[src/rtl/instr_packer_pkg.sv]
// Shared definitions for the instruction packer: format and error encodings,
// FSM states, the pipeline record layout, opcode constants used by loaders
// and benches, and an immediate range helper.
package instr_packer_pkg;

    typedef enum logic [2:0] {
        FMT_R = 3'd0,
        FMT_I = 3'd1,
        FMT_S = 3'd2,
        FMT_B = 3'd3,
        FMT_U = 3'd4,
        FMT_J = 3'd5
    } fmt_e;

    localparam logic [1:0] ERR_NONE = 2'b00;
    localparam logic [1:0] ERR_IMM  = 2'b01;
    localparam logic [1:0] ERR_FMT  = 2'b10;
    localparam logic [1:0] ERR_OVF  = 2'b11;

    localparam logic [6:0] OP_REG    = 7'b0110011;
    localparam logic [6:0] OP_IMM    = 7'b0010011;
    localparam logic [6:0] OP_STORE  = 7'b0100011;
    localparam logic [6:0] OP_BRANCH = 7'b1100011;
    localparam logic [6:0] OP_LUI    = 7'b0110111;
    localparam logic [6:0] OP_JAL    = 7'b1101111;

    typedef enum logic [1:0] {
        ST_IDLE = 2'd0,
        ST_RUN  = 2'd1,
        ST_DONE = 2'd2
    } state_e;

    typedef struct packed {
        logic [2:0]  fmt;
        logic [6:0]  opcode;
        logic [2:0]  funct3;
        logic [6:0]  funct7;
        logic [4:0]  rd;
        logic [4:0]  rs1;
        logic [4:0]  rs2;
        logic [31:0] imm;
        logic        last;
    } rec_t;

    // True when v[31:msb] are all copies of one bit, i.e. v fits a signed
    // field whose sign bit is at position msb.
    function automatic logic sext_fits(input logic [31:0] v, input int unsigned msb);
        logic [31:0] s;
        s = $unsigned($signed(v) >>> msb);
        return (s == 32'h0000_0000) || (s == 32'hFFFF_FFFF);
    endfunction

endpackage

[src/rtl/instr_packer_if.sv]
// Record stream into the instruction packer: valid/ready handshake plus the
// decoded instruction fields and a last-record marker.
//   master: record producer (loader / bench)
//   slave : instr_packer
interface instr_packer_if;
    logic        valid;
    logic        ready;
    logic [2:0]  fmt;
    logic [6:0]  opcode;
    logic [2:0]  funct3;
    logic [6:0]  funct7;
    logic [4:0]  rd;
    logic [4:0]  rs1;
    logic [4:0]  rs2;
    logic [31:0] imm;
    logic        last;

    modport master (output valid, fmt, opcode, funct3, funct7, rd, rs1, rs2, imm, last,
                    input  ready);
    modport slave  (input  valid, fmt, opcode, funct3, funct7, rd, rs1, rs2, imm, last,
                    output ready);
endinterface

[src/rtl/instr_pack_enc.sv]
// Combinational RV32I encoder: packs fields + immediate into one word and
// flags an out-of-range immediate or an unknown format.
//   fmt/opcode/funct3/funct7/rd/rs1/rs2/imm : decoded record
//   word      : encoded instruction
//   range_err : immediate does not fit the format
//   fmt_err   : fmt is not one of R/I/S/B/U/J
module instr_pack_enc
    import instr_packer_pkg::*;
(
    input  logic [2:0]  fmt,
    input  logic [6:0]  opcode,
    input  logic [2:0]  funct3,
    input  logic [6:0]  funct7,
    input  logic [4:0]  rd,
    input  logic [4:0]  rs1,
    input  logic [4:0]  rs2,
    input  logic [31:0] imm,
    output logic [31:0] word,
    output logic        range_err,
    output logic        fmt_err
);
    always_comb begin
        word      = 32'd0;
        range_err = 1'b0;
        fmt_err   = 1'b0;
        case (fmt_e'(fmt))
            FMT_R: word = {funct7, rs2, rs1, funct3, rd, opcode};
            FMT_I: begin
                word      = {imm[11:0], rs1, funct3, rd, opcode};
                range_err = !sext_fits(imm, 11);
            end
            FMT_S: begin
                word      = {imm[11:5], rs2, rs1, funct3, imm[4:0], opcode};
                range_err = !sext_fits(imm, 11);
            end
            FMT_B: begin
                word      = {imm[12], imm[10:5], rs2, rs1, funct3, imm[4:1], imm[11], opcode};
                range_err = !sext_fits(imm, 12) || imm[0];
            end
            FMT_U: begin
                word      = {imm[31:12], rd, opcode};
                range_err = (imm[11:0] != 12'd0);
            end
            FMT_J: begin
                word      = {imm[20], imm[10:1], imm[11], imm[19:12], rd, opcode};
                range_err = !sext_fits(imm, 20) || imm[0];
            end
            default: fmt_err = 1'b1;
        endcase
    end
endmodule

[src/rtl/instr_packer.sv]
// Streaming instruction packer/loader. Accepts decoded records, encodes them
// two stages later and writes them to IMEM at consecutive word addresses.
//   clk, reset : clock, async active-high reset
//   start      : begin a session (ignored while running)
//   rec        : record stream (slave side)
//   we/waddr/wdata : IMEM write port
//   busy, done : session status; done holds until next start
//   err, err_code, err_addr : sticky first-error report
module instr_packer
    import instr_packer_pkg::*;
#(
    parameter int ADDR_W    = 8,
    parameter int BASE_ADDR = 0
)(
    input  logic              clk,
    input  logic              reset,
    input  logic              start,
    instr_packer_if.slave     rec,
    output logic              we,
    output logic [ADDR_W-1:0] waddr,
    output logic [31:0]       wdata,
    output logic              busy,
    output logic              done,
    output logic              err,
    output logic [1:0]        err_code,
    output logic [ADDR_W-1:0] err_addr
);
    state_e            state, state_nxt;
    rec_t              in_rec, s1, s2;
    logic              s1_vld, s2_vld;
    logic              accept, stop, s2_err, restart, full;
    logic [1:0]        s2_code;
    logic [ADDR_W:0]   wr_cnt;   // extra MSB marks "capacity used up"
    logic [31:0]       word;
    logic              range_err, fmt_err;

    assign in_rec = {rec.fmt, rec.opcode, rec.funct3, rec.funct7,
                     rec.rd, rec.rs1, rec.rs2, rec.imm, rec.last};

    instr_pack_enc u_enc (
        .fmt(s2.fmt), .opcode(s2.opcode), .funct3(s2.funct3), .funct7(s2.funct7),
        .rd(s2.rd), .rs1(s2.rs1), .rs2(s2.rs2), .imm(s2.imm),
        .word(word), .range_err(range_err), .fmt_err(fmt_err)
    );

    always_comb begin
        s2_code = ERR_NONE;
        if (fmt_err)        s2_code = ERR_FMT;
        else if (range_err) s2_code = ERR_IMM;
        else if (full)      s2_code = ERR_OVF;
    end

    // Once the counter's top bit is set the low bits read back as BASE again,
    // but nothing is ever written there: any further record is an overflow.
    assign full    = wr_cnt[ADDR_W];
    assign waddr   = ADDR_W'(BASE_ADDR) + wr_cnt[ADDR_W-1:0];
    assign s2_err  = s2_vld && (s2_code != ERR_NONE);
    assign we      = s2_vld && !s2_err;
    assign wdata   = we ? word : 32'd0;

    // Close the input as soon as a last record is in flight or stage 2 faults,
    // so nothing trails a terminating record into the pipe.
    assign stop      = (s1_vld && s1.last) || (s2_vld && (s2.last || s2_err));
    assign rec.ready = (state == ST_RUN) && !stop;
    assign accept    = rec.valid && rec.ready;
    assign restart   = start && (state != ST_RUN);
    assign busy      = (state == ST_RUN) || s1_vld || s2_vld;
    assign done      = (state == ST_DONE);

    always_comb begin
        state_nxt = state;
        case (state)
            ST_IDLE: if (start) state_nxt = ST_RUN;
            ST_RUN:  if (s2_vld && (s2.last || s2_err)) state_nxt = ST_DONE;
            ST_DONE: if (start) state_nxt = ST_RUN;
            default: state_nxt = ST_IDLE;
        endcase
    end

    always_ff @(posedge clk or posedge reset) begin
        if (reset) begin
            state    <= ST_IDLE;
            s1_vld   <= 1'b0;
            s2_vld   <= 1'b0;
            s1       <= '0;
            s2       <= '0;
            wr_cnt   <= '0;
            err      <= 1'b0;
            err_code <= ERR_NONE;
            err_addr <= '0;
        end else begin
            state  <= state_nxt;
            s1_vld <= accept;
            // a faulting record squashes whatever was accepted behind it
            s2_vld <= s1_vld && !s2_err;
            if (accept) s1 <= in_rec;
            if (s1_vld) s2 <= s1;
            if (restart) begin
                wr_cnt   <= '0;
                err      <= 1'b0;
                err_code <= ERR_NONE;
                err_addr <= '0;
            end else begin
                if (we) wr_cnt <= wr_cnt + 1'b1;
                if (s2_err && !err) begin
                    err      <= 1'b1;
                    err_code <= s2_code;
                    err_addr <= waddr;
                end
            end
        end
    end
endmodule
[src/flat_wrapper.sv]
// flat-port wrapper written by rule: the top's interface ports become plain ports
module instr_packer_flat import instr_packer_pkg::*;
#(
    parameter int ADDR_W    = 8,
    parameter int BASE_ADDR = 0
)
  (clk, reset, start, we, waddr, wdata, busy, done, err, err_code, err_addr, rec_valid, rec_fmt, rec_opcode, rec_funct3, rec_funct7, rec_rd, rec_rs1, rec_rs2, rec_imm, rec_last, rec_ready);
  instr_packer_if rec_i ();
  input  logic clk;
  input  logic reset;
  input  logic start;
  output logic we;
  output logic [ADDR_W-1:0] waddr;
  output logic [31:0] wdata;
  output logic busy;
  output logic done;
  output logic err;
  output logic [1:0] err_code;
  output logic [ADDR_W-1:0] err_addr;
  input wire logic [$bits(rec_i.valid)-1:0] rec_valid;
  input wire logic [$bits(rec_i.fmt)-1:0] rec_fmt;
  input wire logic [$bits(rec_i.opcode)-1:0] rec_opcode;
  input wire logic [$bits(rec_i.funct3)-1:0] rec_funct3;
  input wire logic [$bits(rec_i.funct7)-1:0] rec_funct7;
  input wire logic [$bits(rec_i.rd)-1:0] rec_rd;
  input wire logic [$bits(rec_i.rs1)-1:0] rec_rs1;
  input wire logic [$bits(rec_i.rs2)-1:0] rec_rs2;
  input wire logic [$bits(rec_i.imm)-1:0] rec_imm;
  input wire logic [$bits(rec_i.last)-1:0] rec_last;
  output wire logic [$bits(rec_i.ready)-1:0] rec_ready;
  assign rec_i.valid = rec_valid;
  assign rec_i.fmt = rec_fmt;
  assign rec_i.opcode = rec_opcode;
  assign rec_i.funct3 = rec_funct3;
  assign rec_i.funct7 = rec_funct7;
  assign rec_i.rd = rec_rd;
  assign rec_i.rs1 = rec_rs1;
  assign rec_i.rs2 = rec_rs2;
  assign rec_i.imm = rec_imm;
  assign rec_i.last = rec_last;
  assign rec_ready = rec_i.ready;
  instr_packer #(.ADDR_W(ADDR_W), .BASE_ADDR(BASE_ADDR)) u_core (.clk(clk), .reset(reset), .start(start), .rec(rec_i), .we(we), .waddr(waddr), .wdata(wdata), .busy(busy), .done(done), .err(err), .err_code(err_code), .err_addr(err_addr));
endmodule
[config.mk]
export PLATFORM = sky130hd
export DESIGN_NAME = instr_packer_flat
export DESIGN_NICKNAME = d
export VERILOG_FILES = /design/src/rtl/instr_packer_pkg.sv /design/src/rtl/instr_packer_if.sv /design/src/rtl/instr_pack_enc.sv /design/src/rtl/instr_packer.sv /design/src/flat_wrapper.sv
export SDC_FILE = /design/constraint.sdc
export NUM_CORES = 1
export LEC_CHECK = 0
export CORE_MARGIN = 4
export CORE_UTILIZATION = 45
export CTS_CLUSTER_SIZE = 16
export DETAILED_ROUTE_END_ITERATION = 8
export MAX_ROUTING_LAYER = met4
export PLACE_DENSITY = 0.7
export SLEW_MARGIN = 30
export SYNTH_ARGS = -nofsm -noshare
export SYNTH_HDL_FRONTEND = slang
export SYNTH_SLANG_ARGS = --single-unit
[constraint.sdc]
create_clock -name clk -period 6.4 [get_ports clk]
set_input_delay 1.28 -clock clk [delete_from_list [all_inputs] [get_ports clk]]
set_output_delay 1.28 -clock clk [all_outputs]
set_load 0.02 [all_outputs]
==> parameters.txt, run 1 <==
Parameter                              Value

Worst setup path
  Critical path depth    7
  End of the worst register-to-register path    u_core.s1[40]$_DFFE_PP0P_
  Category of the worst setup path launch point    register
  Reg2reg path depth    7
  CP max-delay cell    dfrtp_1
  Crit path to    wdata[4]
  Launching instance or port of the critical path    u_core.s2[66]$_DFFE_PP0P_
  Delay contributed by the slowest stage of the critical path    0.64 ns
  FF-to-FF Start    u_core.s2[66]$_DFFE_PP0P_
  Setup CP Type    reg -> out
  Worst setup slack for register-to-register paths    2.49 ns
  Arrival @ worst endpoint    3.95 ns
  Critical path, cell by cell    nor2b_2 > o21ai_0 > o21ai_2 > nand4_4 > clkinv_1 > and2_1 > clkdlybuf4s50_1
  Data required time at the worst endpoint    5.12 ns
  Kind of cell adding the most delay to the critical path    simple AND/OR/NAND/NOR gates
  Critical Path Fanout Max    39
  Crit. End Element    primary output
  Buffering stage count on the worst path with inverters included    2

Synthesis
  Post-synth ARST share    100%
  Top cell type's share of synthesized area    55.9%
  Top FF cell, synth    dfrtp_1
  Leading post-synthesis cells by cell area    dfrtp_1 56%, mux2_2 20%, a21oi_1 2.9%
  Post-synthesis cell type count    42
  Avg Cell Area, Syn    12.2 um^2
  Yosys warnings    0
  Post-synth EDFFs    0
  Nets in the synthesized netlist    658
  Cell count after synthesis    585
  Post-synthesis sequential area ratio    55.9%
  Cell with the most instances after synthesis    dfrtp_1
  Cell taking the most area after synthesis    dfrtp_1
  Top cell types by occurrence after synthesis    160 x dfrtp_1, 126 x mux2_2, 49 x nor2_1
  Area of the mapped netlist    7160 um^2
  #FFs+latches synth    160

Status
  Run status    finished clean

Route
  Iteration-0 DRC Markers    287
  Via-to-Cell Ratio    5.26
  Final antenna-violating net count    0
  Post-route DRC    0
  Detailed-route wire length per cell    17.9 um
  Iteration count of the initial detailed-routing pass    4
  DRT Wirelength    16500 um
  Total number of vias    4842

Floorplan
  Initial Util    46.6%
  Die span in x    134 um
  Total core area    15400 um^2
  Core Rows    45
  Number of ports placed on the die boundary    127
  Die Span Y    134 um
  Total die area    18000 um^2

Power and ir drop
  Net load switching power    1.66 mW
  Share of total power consumed by net switching    35.5%
  Leakage    3.66 nW
  Share of total power in combinational logic    38.4%
  Pwr Density    513 nW/um^2
  Worst-case vdd ir drop    0.329 mV
  Clock power frac    21.3%
  Internal power    3.01 mW
  Relative contribution of sequential cells to total power    40.3%

GRT
  Met2 track demand over resource    31.9%
  Number of global-route vias before repair    4992
  Aggregate global routing overflow    0
  Met3 routing resource usage after global routing    4.61%
  Global-route wire length before repair    26800 um
  GRT busiest layer    met2
  GRT Total Usage    19.8%
  Largest net degree at the start of global routing    118
  Global-route track usage on met1    25.4%
  Number of antenna violations at the first check in global routing    0

Clocking
  CTS root buffer    clkbuf_16
  Post_cts resized    0
  Number of hold buffers added after cts    0
  Post-CTS Setup Inserts    0
  TritonCTS clock tree    yes
  Register clock-pin slew on the reported worst setup and hold paths    0.06 ns
  Number of H-tree levels    4
  Num CTS Buffers    17
  Num Clock Sinks    160
  Insertion delay to the later sink of the worst-skew pair    0.43 ns
  Number of buffers on the longest clock path    2

Place
  Last weighted congestion value of the routability-driven placer    0.803
  HPWL Detailed    11700 um
  Number of buffers inserted by port buffering    126

Timing
  Final count of hold timing violations    0
  Unrepaired setup endpoints after global routing    no
  Final count of negative-setup-slack endpoints    0
  Max-Slew Margin vs Limit    40.2%
  WHS    0.487 ns
  Setup TNS Final    0 ns
  Slew @ Worst Pin    0.896 ns
  Final Slew Violations    0
  Fmax achieved    191 MHz
  Tmin final    5.23 ns
  Clock skew    0.0130 ns
  Final critical-path share of the clock period    81.7%

Cells and area
  Sequential cell area    4010 um^2
  Multi-input gate area    2900 um^2
  Proportion of layout cells with a drive suffix above 1    24.8%
  Signed area change from the synthesized netlist to the final layout    27.2%
  # nets final    769
  Final cell utilization of the core    59.3%
  Number of filler instances in the final layout    1261
  Diode count    0

Job
  Number of violations of the max-capacitance limit    0

Hold path
  Type of the worst min-delay path    reg -> reg
how the worst min path moves through the flow:
stage | start | endpoint | slack (ns) | depth (start not counted)
CTS | u_core.s1[50]$_DFFE_PP0P_ | u_core.s1[50]$_DFFE_PP0P_ | 0.49 | 1
detailed placement | u_core.s1[64]$_DFFE_PP0P_ | u_core.s2[64]$_DFFE_PP0P_ | 0.47 | 2
finish | u_core.s1[65]$_DFFE_PP0P_ | u_core.s1[65]$_DFFE_PP0P_ | 0.49 | 1
global route | u_core.s1[59]$_DFFE_PP0P_ | u_core.s1[59]$_DFFE_PP0P_ | 0.50 | 1
global placement | u_core.s1[60]$_DFFE_PP0P_ | u_core.s1[60]$_DFFE_PP0P_ | 0.46 | 1
floorplan | u_core.s1[37]$_DFFE_PP0P_ | u_core.s2[37]$_DFFE_PP0P_ | 0.45 | 2
layout make-up:
cell class / count / area share (%)
multi-input combinational: 375 / 31.8
inverter: 9 / 0.453
clock buffer: 20 / 5.12
timing repair buffer: 133 / 14.4
sequential: 160 / 44.0
clock inverter: 12 / 1.33
tap: 211 / 2.90
worst register-to-register path, cell delays in order (launching register included):
cell and delay (ns):
dfrtp_1 0.64, nor2b_2 0.62, o21ai_0 0.23, o21ai_2 0.32
a41oi_4 0.22, nor2_4 0.74, buf_4 0.61, mux2_2 0.42
flip-flops by register name, indices dropped and copies added (netlist names):
| signal | flops |
|---|---|
| u_core.err | 1 |
| u_core.s2 | 68 |
| u_core.s1 | 68 |
| u_core.wr_cnt | 9 |
| u_core.err_code | 2 |
| u_core.s1_vld | 1 |
| u_core.state | 2 |
| u_core.s2_vld | 1 |
| u_core.err_addr | 8 |
logic make-up after synthesis:
family / after synthesis / synth area share, %
xor+xnor: 2 / 0.245
flops: 160 / 55.9
simple gates: 152 / 10.9
buf+inv: 50 / 3.63
fa+ha+maj: 1 / 0.175
compound gates: 77 / 6.81
mux: 143 / 22.3
placed cells by master, fill, tap and decap left out, types with 3 or more instances in the layout:
cell | synthesis | layout
clkdlybuf4s50_1 | 0 | 126
buf_4 | 13 | 7
and2_1 | 7 | 7
nor2b_1 | 23 | 22
inv_8 | 0 | 3
or4_1 | 6 | 6
clkbuf_16 | 0 | 17
nand2b_1 | 3 | 3
a221oi_1 | 5 | 5
dfrtp_1 | 160 | 159
nand2_1 | 27 | 27
inv_6 | 0 | 3
nor2_1 | 49 | 49
nand3_1 | 15 | 15
mux2_1 | 9 | 9
o21ai_0 | 17 | 17
a21oi_1 | 41 | 41
mux2_2 | 126 | 126
nor3_1 | 4 | 4
clkbuf_8 | 0 | 3
inv_1 | 8 | 7
nand4_1 | 6 | 6
mux2i_1 | 8 | 8
nor4_1 | 5 | 5
o31ai_1 | 3 | 3
power by group through the flow:
stage                     sequential, mW  combinational (mW)  clock (mW)
after floorplan                     1.72                1.43           0
after global placement              1.87                1.78           0
after detailed placement            1.89                1.82           0
after CTS                           1.88                1.83        1.02
after global routing                1.94                1.97        1.06
final                               1.88                1.79       0.997
stage by stage:
step	cells	power [mW]	area, um^2	setup slack (ns)
global placement	888	3.65	8520	1.33
CTS	920	4.72	9110	1.10
detailed placement	888	3.71	8520	1.57
global route	920	4.97	9110	0.788
finish	920	4.67	9110	1.17
floorplan	585	3.15	7160	0.800
metal layers:
layer / wire [um] / vias to the layer above
met5: 0 / -
met4: 212 / 0
met3: 667 / 19
met2: 8140 / 101
met1: 7480 / 2424
li1: - / 2298
Power figures use the tool's default switching activity.
==> run 2: changes to the inputs <==
clock period = 4.9 ns   (was 6.4 ns; I/O delays follow)
==> parameters.txt, run 2 (same netlist as run 1, synthesis figures left out) <==
Parameter                              Value

Cells and area
  Most frequent cells in the layout    159 x dfrtp_1, 126 x mux2_2, 126 x clkdlybuf4s50_1, 49 x nor2_1, 41 x a21oi_1 (unchanged)
  Proportion of layout cells with a drive suffix above 1    24.6% (was 24.8%)
  Final cell utilization of the core    59.6% (was 59.3%)
  Signed area change from the synthesized netlist to the final layout    28.0% (was 27.2%)
  # nets final    772 (was 769)
  Diode count    0 (unchanged)
  Largest registers ranked by flip-flop count    u_core.s1 (68), u_core.s2 (68), u_core.wr_cnt (9) (unchanged)
  Commonest non-fill, non-tap cell in the layout    dfrtp_1 (unchanged)

Clocking
  Post-CTS Setup Inserts    0 (unchanged)
  Number of H-tree levels    4 (unchanged)
  Insertion delay to the later sink of the worst-skew pair    0.43 ns (about the same)
  Num Clock Sinks    160 (unchanged)
  Num CTS Buffers    17 (unchanged)
  Register clock-pin slew on the reported worst setup and hold paths    0.06 ns (about the same)
  Number of buffers on the longest clock path    2 (unchanged)
  TritonCTS clock tree    yes (unchanged)
  Post_cts resized    0 (unchanged)
  Number of hold buffers added after cts    0 (unchanged)
  CTS root buffer    clkbuf_16 (unchanged)

Timing
  Max-Slew Margin vs Limit    45.0% (was 40.2%)
  Tmin final    4.51 ns
  Unrepaired setup endpoints after global routing    no (unchanged)
  Setup TNS Final    0 ns (unchanged)
  Clock skew    0.0121 ns (was 0.0130 ns)
  Final Slew Violations    0 (unchanged)
  Final critical-path share of the clock period    92.0%
  Final count of hold timing violations    0 (unchanged)
  WHS    0.483 ns (was 0.487 ns)
  Fmax achieved    222 MHz
  Final setup margin    0.391 ns (was 1.17 ns)
  Slew @ Worst Pin    0.825 ns (was 0.896 ns)
  Final count of negative-setup-slack endpoints    0 (unchanged)

Place
  Last weighted congestion value of the routability-driven placer    0.912 (was 0.803)
  Worst slack, placed    0.835 ns (was 1.57 ns)
  Number of buffers inserted by port buffering    126 (unchanged)
  HPWL Detailed    12000 um (was 11700 um)

GRT
  Aggregate global routing overflow    0 (unchanged)
  Number of antenna violations at the first check in global routing    0 (unchanged)
  Global-route wire length before repair    27300 um (was 26800 um)
  Number of global-route vias before repair    5167 (was 4992)
  Largest net degree at the start of global routing    130 (was 118)
  GRT Total Usage    20.0% (was 19.8%)

Floorplan
  Number of ports placed on the die boundary    127 (unchanged)
  Initial Util    46.6% (unchanged)
  Die span in x    134 um (unchanged)
  Total core area    15400 um^2 (unchanged)
  Core Rows    45 (unchanged)
  Total die area    18000 um^2 (unchanged)
  Die Span Y    134 um (unchanged)

Worst setup path
  Worst setup slack for register-to-register paths    1.69 ns (was 2.49 ns)
  Critical Path Fanout Max    21 (was 39)
  End of the worst register-to-register path    u_core.s1[39]$_DFFE_PP0P_ (was u_core.s1[40]$_DFFE_PP0P_)
  Category of the worst setup path launch point    register (unchanged)
  Arrival @ worst endpoint    3.53 ns (was 3.95 ns)
  Reg2reg path depth    8 (was 7)
  Crit. End Element    primary output (unchanged)
  FF-to-FF Start    u_core.s2[27]$_DFFE_PP0P_ (was u_core.s2[66]$_DFFE_PP0P_)
  Data required time at the worst endpoint    3.92 ns (was 5.12 ns)
  Setup CP Type    reg -> out (unchanged)

Route
  Post-route DRC    0 (unchanged)
  Total number of vias    4857 (was 4842)
  Iteration count of the initial detailed-routing pass    4 (unchanged)
  DRT Wirelength    16700 um (was 16500 um)
  Detailed-route wire length per cell    18.1 um (was 17.9 um)
  Iteration-0 DRC Markers    334 (was 287)
  Via-to-Cell Ratio    5.27 (was 5.26)
  Final antenna-violating net count    0 (unchanged)

Power and ir drop
  Leakage    3.68 nW (was 3.66 nW)
  Net load switching power    2.13 mW (was 1.66 mW)
  Worst-case vdd ir drop    0.365 mV (was 0.329 mV)
  Clock power frac    22.1% (was 21.3%)
  Internal power    4.05 mW (was 3.01 mW)
  Share of total power in combinational logic    37.8% (was 38.4%)
  Share of total power consumed by net switching    34.4% (was 35.5%)
  Pwr Density    674 nW/um^2 (was 513 nW/um^2)
  Relative contribution of sequential cells to total power    40.1% (was 40.3%)

Hold path
  Worst Hold Path Cells    2 (was 1)
  Hold path endpoint    u_core.s2[64]$_DFFE_PP0P_ (was u_core.s1[65]$_DFFE_PP0P_)
  Type of the worst min-delay path    reg -> reg (unchanged)
  Critical hold path startpoint    u_core.s1[64]$_DFFE_PP0P_ (was u_core.s1[65]$_DFFE_PP0P_)

Status
  Run status    finished clean (unchanged)

Job
  Number of violations of the max-capacitance limit    0 (unchanged)
[run 2: cell count changes in the layout (fill, tap and decap cells not counted)]
cell / delta
bufinv_16: +2
clkinv_2: -1
inv_8: -3
nor2b_1: +1
buf_4: +2
clkbuf_8: +1
nor2b_2: -1
clkinv_4: -1
clkinvlp_4: +1
inv_6: -2
clkbuf_1: +2
buf_12: +1
[run 2: critical path: stages, from the launching register on]
cell and delay [ns]:
dfrtp_1 0.40, or4_1 0.59, nor3_2 0.18, nand2_1 0.12, a32oi_4 0.30, nand4_4 0.33, buf_4 0.33, nor2_1 0.21
clkdlybuf4s50_1 0.65
[run 2: power by group through the flow]
stage	logic, mW	registers, mW	clock network (mW)
2_1_floorplan	1.87	2.25	0
3_3_place_gp	2.29	2.47	0
3_5_place_dp	2.35	2.50	0
4_1_cts	2.36	2.48	1.39
5_1_grt	2.56	2.57	1.46
6_report	2.33	2.48	1.36
[run 2: per-stage QoR]
step | std cells | total power [mW] | area, um^2
global route | 922 | 6.59 | 9170
CTS | 922 | 6.24 | 9170
finish | 922 | 6.18 | 9170
floorplan | 585 | 4.12 | 7160
detailed placement | 891 | 4.85 | 8550
global placement | 891 | 4.76 | 8550
[run 2: layer usage]
| metal | wire [um] | vias to the layer above | GRT usage (%) |
|---|---|---|---|
| li1 | - | 2299 | - |
| met1 | 7430 | 2439 | 26.3 |
| met2 | 8350 | 103 | 31.1 |
| met3 | 696 | 16 | 4.39 |
| met4 | 206 | 0 | 6.62 |
| met5 | 0 | - | - |
[run 2: how the worst max path moves through the flow]
stage | start | end | depth (start not counted)
2_1_floorplan | u_core.s2[32]$_DFFE_PP0P_ | wdata[12] | 9
3_3_place_gp | u_core.s2[17]$_DFFE_PP0P_ | wdata[11] | 8
6_report | u_core.s2[27]$_DFFE_PP0P_ | wdata[12] | 8
3_5_place_dp | u_core.s2[27]$_DFFE_PP0P_ | wdata[11] | 8
4_1_cts | u_core.s2[27]$_DFFE_PP0P_ | wdata[11] | 8
5_1_grt | u_core.s2[27]$_DFFE_PP0P_ | wdata[11] | 8
[run 2: cell type report]
type / instances / area (um^2)
inverters: 9 / 37.5
clock inverters: 8 / 128
repair buffers: 136 / 1350
fillers: 1275 / 6200
clock buffers: 23 / 488
well taps: 211 / 264
flip-flops and latches: 160 / 4010
multi-input cells: 375 / 2900
==> run 3: changes to the inputs <==
CORE_UTILIZATION = 38   (was 45)
PLACE_DENSITY = default   (was 0.7)
clock period = 5.6 ns   (was 4.9 ns; I/O delays follow)
==> parameters.txt, run 3 (same netlist as run 1, synthesis figures left out) <==
Parameter                              Value

Status
  Run status    finished clean (unchanged)

Place
  Worst slack, placed    1.12 ns (was 0.835 ns)
  Last weighted congestion value of the routability-driven placer    0.927 (was 0.912)
  Dpl cell area    8550 um^2 (about the same)
  Number of buffers inserted by port buffering    126 (unchanged)
  HPWL Detailed    12100 um (was 12000 um)

Timing
  Tmin final    4.91 ns
  Clock skew    0.0107 ns (was 0.0121 ns)
  Max-Slew Margin vs Limit    36.5% (was 45.0%)
  Fmax achieved    203 MHz
  Setup TNS Final    0 ns (unchanged)
  Slew @ Worst Pin    0.953 ns (was 0.825 ns)
  Final setup margin    0.686 ns (was 0.391 ns)
  WHS    0.481 ns (was 0.483 ns)
  Unrepaired setup endpoints after global routing    no (unchanged)
  Final Slew Violations    0 (unchanged)
  Final critical-path share of the clock period    87.8%
  Final count of negative-setup-slack endpoints    0 (unchanged)
  Final count of hold timing violations    0 (unchanged)

Worst setup path
  CP max-delay cell    clkdlybuf4s50_1 (unchanged)
  Critical path depth    8 (unchanged)
  Setup CP Type    reg -> out (unchanged)
  End of the worst register-to-register path    u_core.s1[35]$_DFFE_PP0P_ (was u_core.s1[39]$_DFFE_PP0P_)
  Kind of cell adding the most delay to the critical path    simple AND/OR/NAND/NOR gates (unchanged)
  Data required time at the worst endpoint    4.48 ns (was 3.92 ns)
  Crit path to    wdata[0] (was wdata[12])
  Buffering stage count on the worst path with inverters included    2 (unchanged)
  Crit. End Element    primary output (unchanged)
  Critical path, cell by cell    or4_4 > nor3_1 > nand2_1 > a32oi_4 > nand4_4 > clkinv_1 > and2_1 > clkdlybuf4s50_1 (was or4_1 > nor3_2 > nand2_1 > a32oi_4 > nand4_4 > buf_4 > nor2_1 > clkdlybuf4s50_1)
  Arrival @ worst endpoint    3.79 ns (was 3.53 ns)
  Launching instance or port of the critical path    u_core.s2[17]$_DFFE_PP0P_ (was u_core.s2[27]$_DFFE_PP0P_)
  Reg2reg path depth    8 (unchanged)
  Delay contributed by the slowest stage of the critical path    0.60 ns (was 0.65 ns)
  Critical Path Fanout Max    39 (was 21)
  Worst setup slack for register-to-register paths    2.32 ns (was 1.69 ns)
  FF-to-FF Start    u_core.s2[17]$_DFFE_PP0P_ (was u_core.s2[27]$_DFFE_PP0P_)
  Category of the worst setup path launch point    register (unchanged)

Clocking
  Register clock-pin slew on the reported worst setup and hold paths    0.07 ns (was 0.06 ns)
  Number of buffers on the longest clock path    2 (unchanged)
  TritonCTS clock tree    yes (unchanged)
  Number of H-tree levels    4 (unchanged)
  Num Clock Sinks    160 (unchanged)
  Insertion delay to the later sink of the worst-skew pair    0.42 ns (was 0.43 ns)
  Post-CTS Setup Inserts    0 (unchanged)
  CTS root buffer    clkbuf_16 (unchanged)
  Number of hold buffers added after cts    0 (unchanged)
  Post_cts resized    0 (unchanged)
  Num CTS Buffers    17 (unchanged)

GRT
  Number of global-route vias before repair    5118 (was 5167)
  Aggregate global routing overflow    0 (unchanged)
  Global-route wire length before repair    28500 um (was 27300 um)
  GRT Total Usage    17.4% (was 20.0%)
  Largest net degree at the start of global routing    81 (was 130)
  Number of antenna violations at the first check in global routing    0 (unchanged)

Route
  Iteration-0 DRC Markers    310 (was 334)
  DRT Wirelength    17300 um (was 16700 um)
  Via-to-Cell Ratio    5.18 (was 5.27)
  Total number of vias    4867 (was 4857)
  Detailed-route wire length per cell    18.4 um (was 18.1 um)
  Post-route DRC    0 (unchanged)
  Final antenna-violating net count    0 (unchanged)
  Iteration count of the initial detailed-routing pass    5 (was 4)

Cells and area
  Commonest non-fill, non-tap cell in the layout    dfrtp_1 (unchanged)
  # nets final    770 (was 772)
  Largest registers ranked by flip-flop count    u_core.s1 (68), u_core.s2 (68), u_core.wr_cnt (9) (unchanged)
  Proportion of layout cells with a drive suffix above 1    24.5% (was 24.6%)
  Most frequent cells in the layout    159 x dfrtp_1, 126 x mux2_2, 126 x clkdlybuf4s50_1, 49 x nor2_1, 41 x a21oi_1 (unchanged)
  Final Cell Area    9140 um^2 (was 9170 um^2)
  Signed area change from the synthesized netlist to the final layout    27.6% (was 28.0%)
  Diode count    0 (unchanged)

Floorplan
  Initial Util    39.2% (was 46.6%)
  Number of ports placed on the die boundary    127 (unchanged)
  Die span in x    145 um (was 134 um)
  Die Span Y    145 um (was 134 um)
  Total die area    21100 um^2 (was 18000 um^2)
  Core Rows    49 (was 45)
  Total core area    18300 um^2 (was 15400 um^2)

Power and ir drop
  Total Power    5.37 mW (was 6.18 mW)
  Worst-case vdd ir drop    0.247 mV (was 0.365 mV)
  Pwr Density    587 nW/um^2 (was 674 nW/um^2)
  Leakage    3.66 nW (was 3.68 nW)

Hold path
  Type of the worst min-delay path    reg -> reg (unchanged)
  Critical hold path startpoint    u_core.s1[61]$_DFFE_PP0P_ (was u_core.s1[64]$_DFFE_PP0P_)

Job
  Number of violations of the max-capacitance limit    0 (unchanged)
-- run 3: cell types whose count changed in the layout (fill, tap and decap cells not counted) --
cell,previous run,this run
buf_12,1,0
buf_4,9,8
bufinv_16,3,2
clkbuf_8,4,2
clkinvlp_4,3,4
inv_6,1,4
-- run 3: metrics by stage --
stage	instances	util (%)
6_report	939	50.0
5_1_grt	939	50.0
4_1_cts	939	50.0
3_5_place_dp	907	46.8
3_3_place_gp	907	46.8
2_1_floorplan	585	-
-- run 3: where the power goes --
part           leakage [nW]  internal, mW  total (mW)  switching, mW
Combinational          1.45          1.08        2.02          0.936
Sequential             1.93          1.71        2.19          0.480
Clock                 0.277         0.685        1.16          0.477
-- run 3: cell type report --
type                       count  area, um^2
clock inverter                11         130
multi-input combinational    375        2900
timing repair buffer         134        1320
fill                        1614        9130
clock buffer                  21         460
inverter                       9        38.8
sequential                   160        4010
tap                          229         287
-- run 3: routing by layer --
layer	global-route usage, %	share of wire [%]	vias up
li1	-	-	2284
met1	23.4	47	2443
met2	26.6	48	129
met3	4.74	4.7	11
met4	3.56	0.69	0
met5	-	0	-
-- run 3: worst register-to-register path, stage by stage, from the launching register on --
cell     delay, ns
dfrtp_1       0.42
or4_4         0.56
nor3_1        0.23
nand2_1       0.13
a32oi_4       0.30
a41oi_4       0.22
nor2_4        0.14
buf_4         0.66
mux2_2        0.52
-- run 3: worst min-delay path by stage --
stage / end / slack [ns] / cells past startpoint
2_1_floorplan: u_core.s2[37]$_DFFE_PP0P_ / 0.45 / 2
6_report: u_core.s1[61]$_DFFE_PP0P_ / 0.48 / 1
3_3_place_gp: u_core.s1[60]$_DFFE_PP0P_ / 0.46 / 1
5_1_grt: u_core.s1[65]$_DFFE_PP0P_ / 0.51 / 1
4_1_cts: u_core.s1[65]$_DFFE_PP0P_ / 0.49 / 1
3_5_place_dp: u_core.s1[60]$_DFFE_PP0P_ / 0.47 / 1
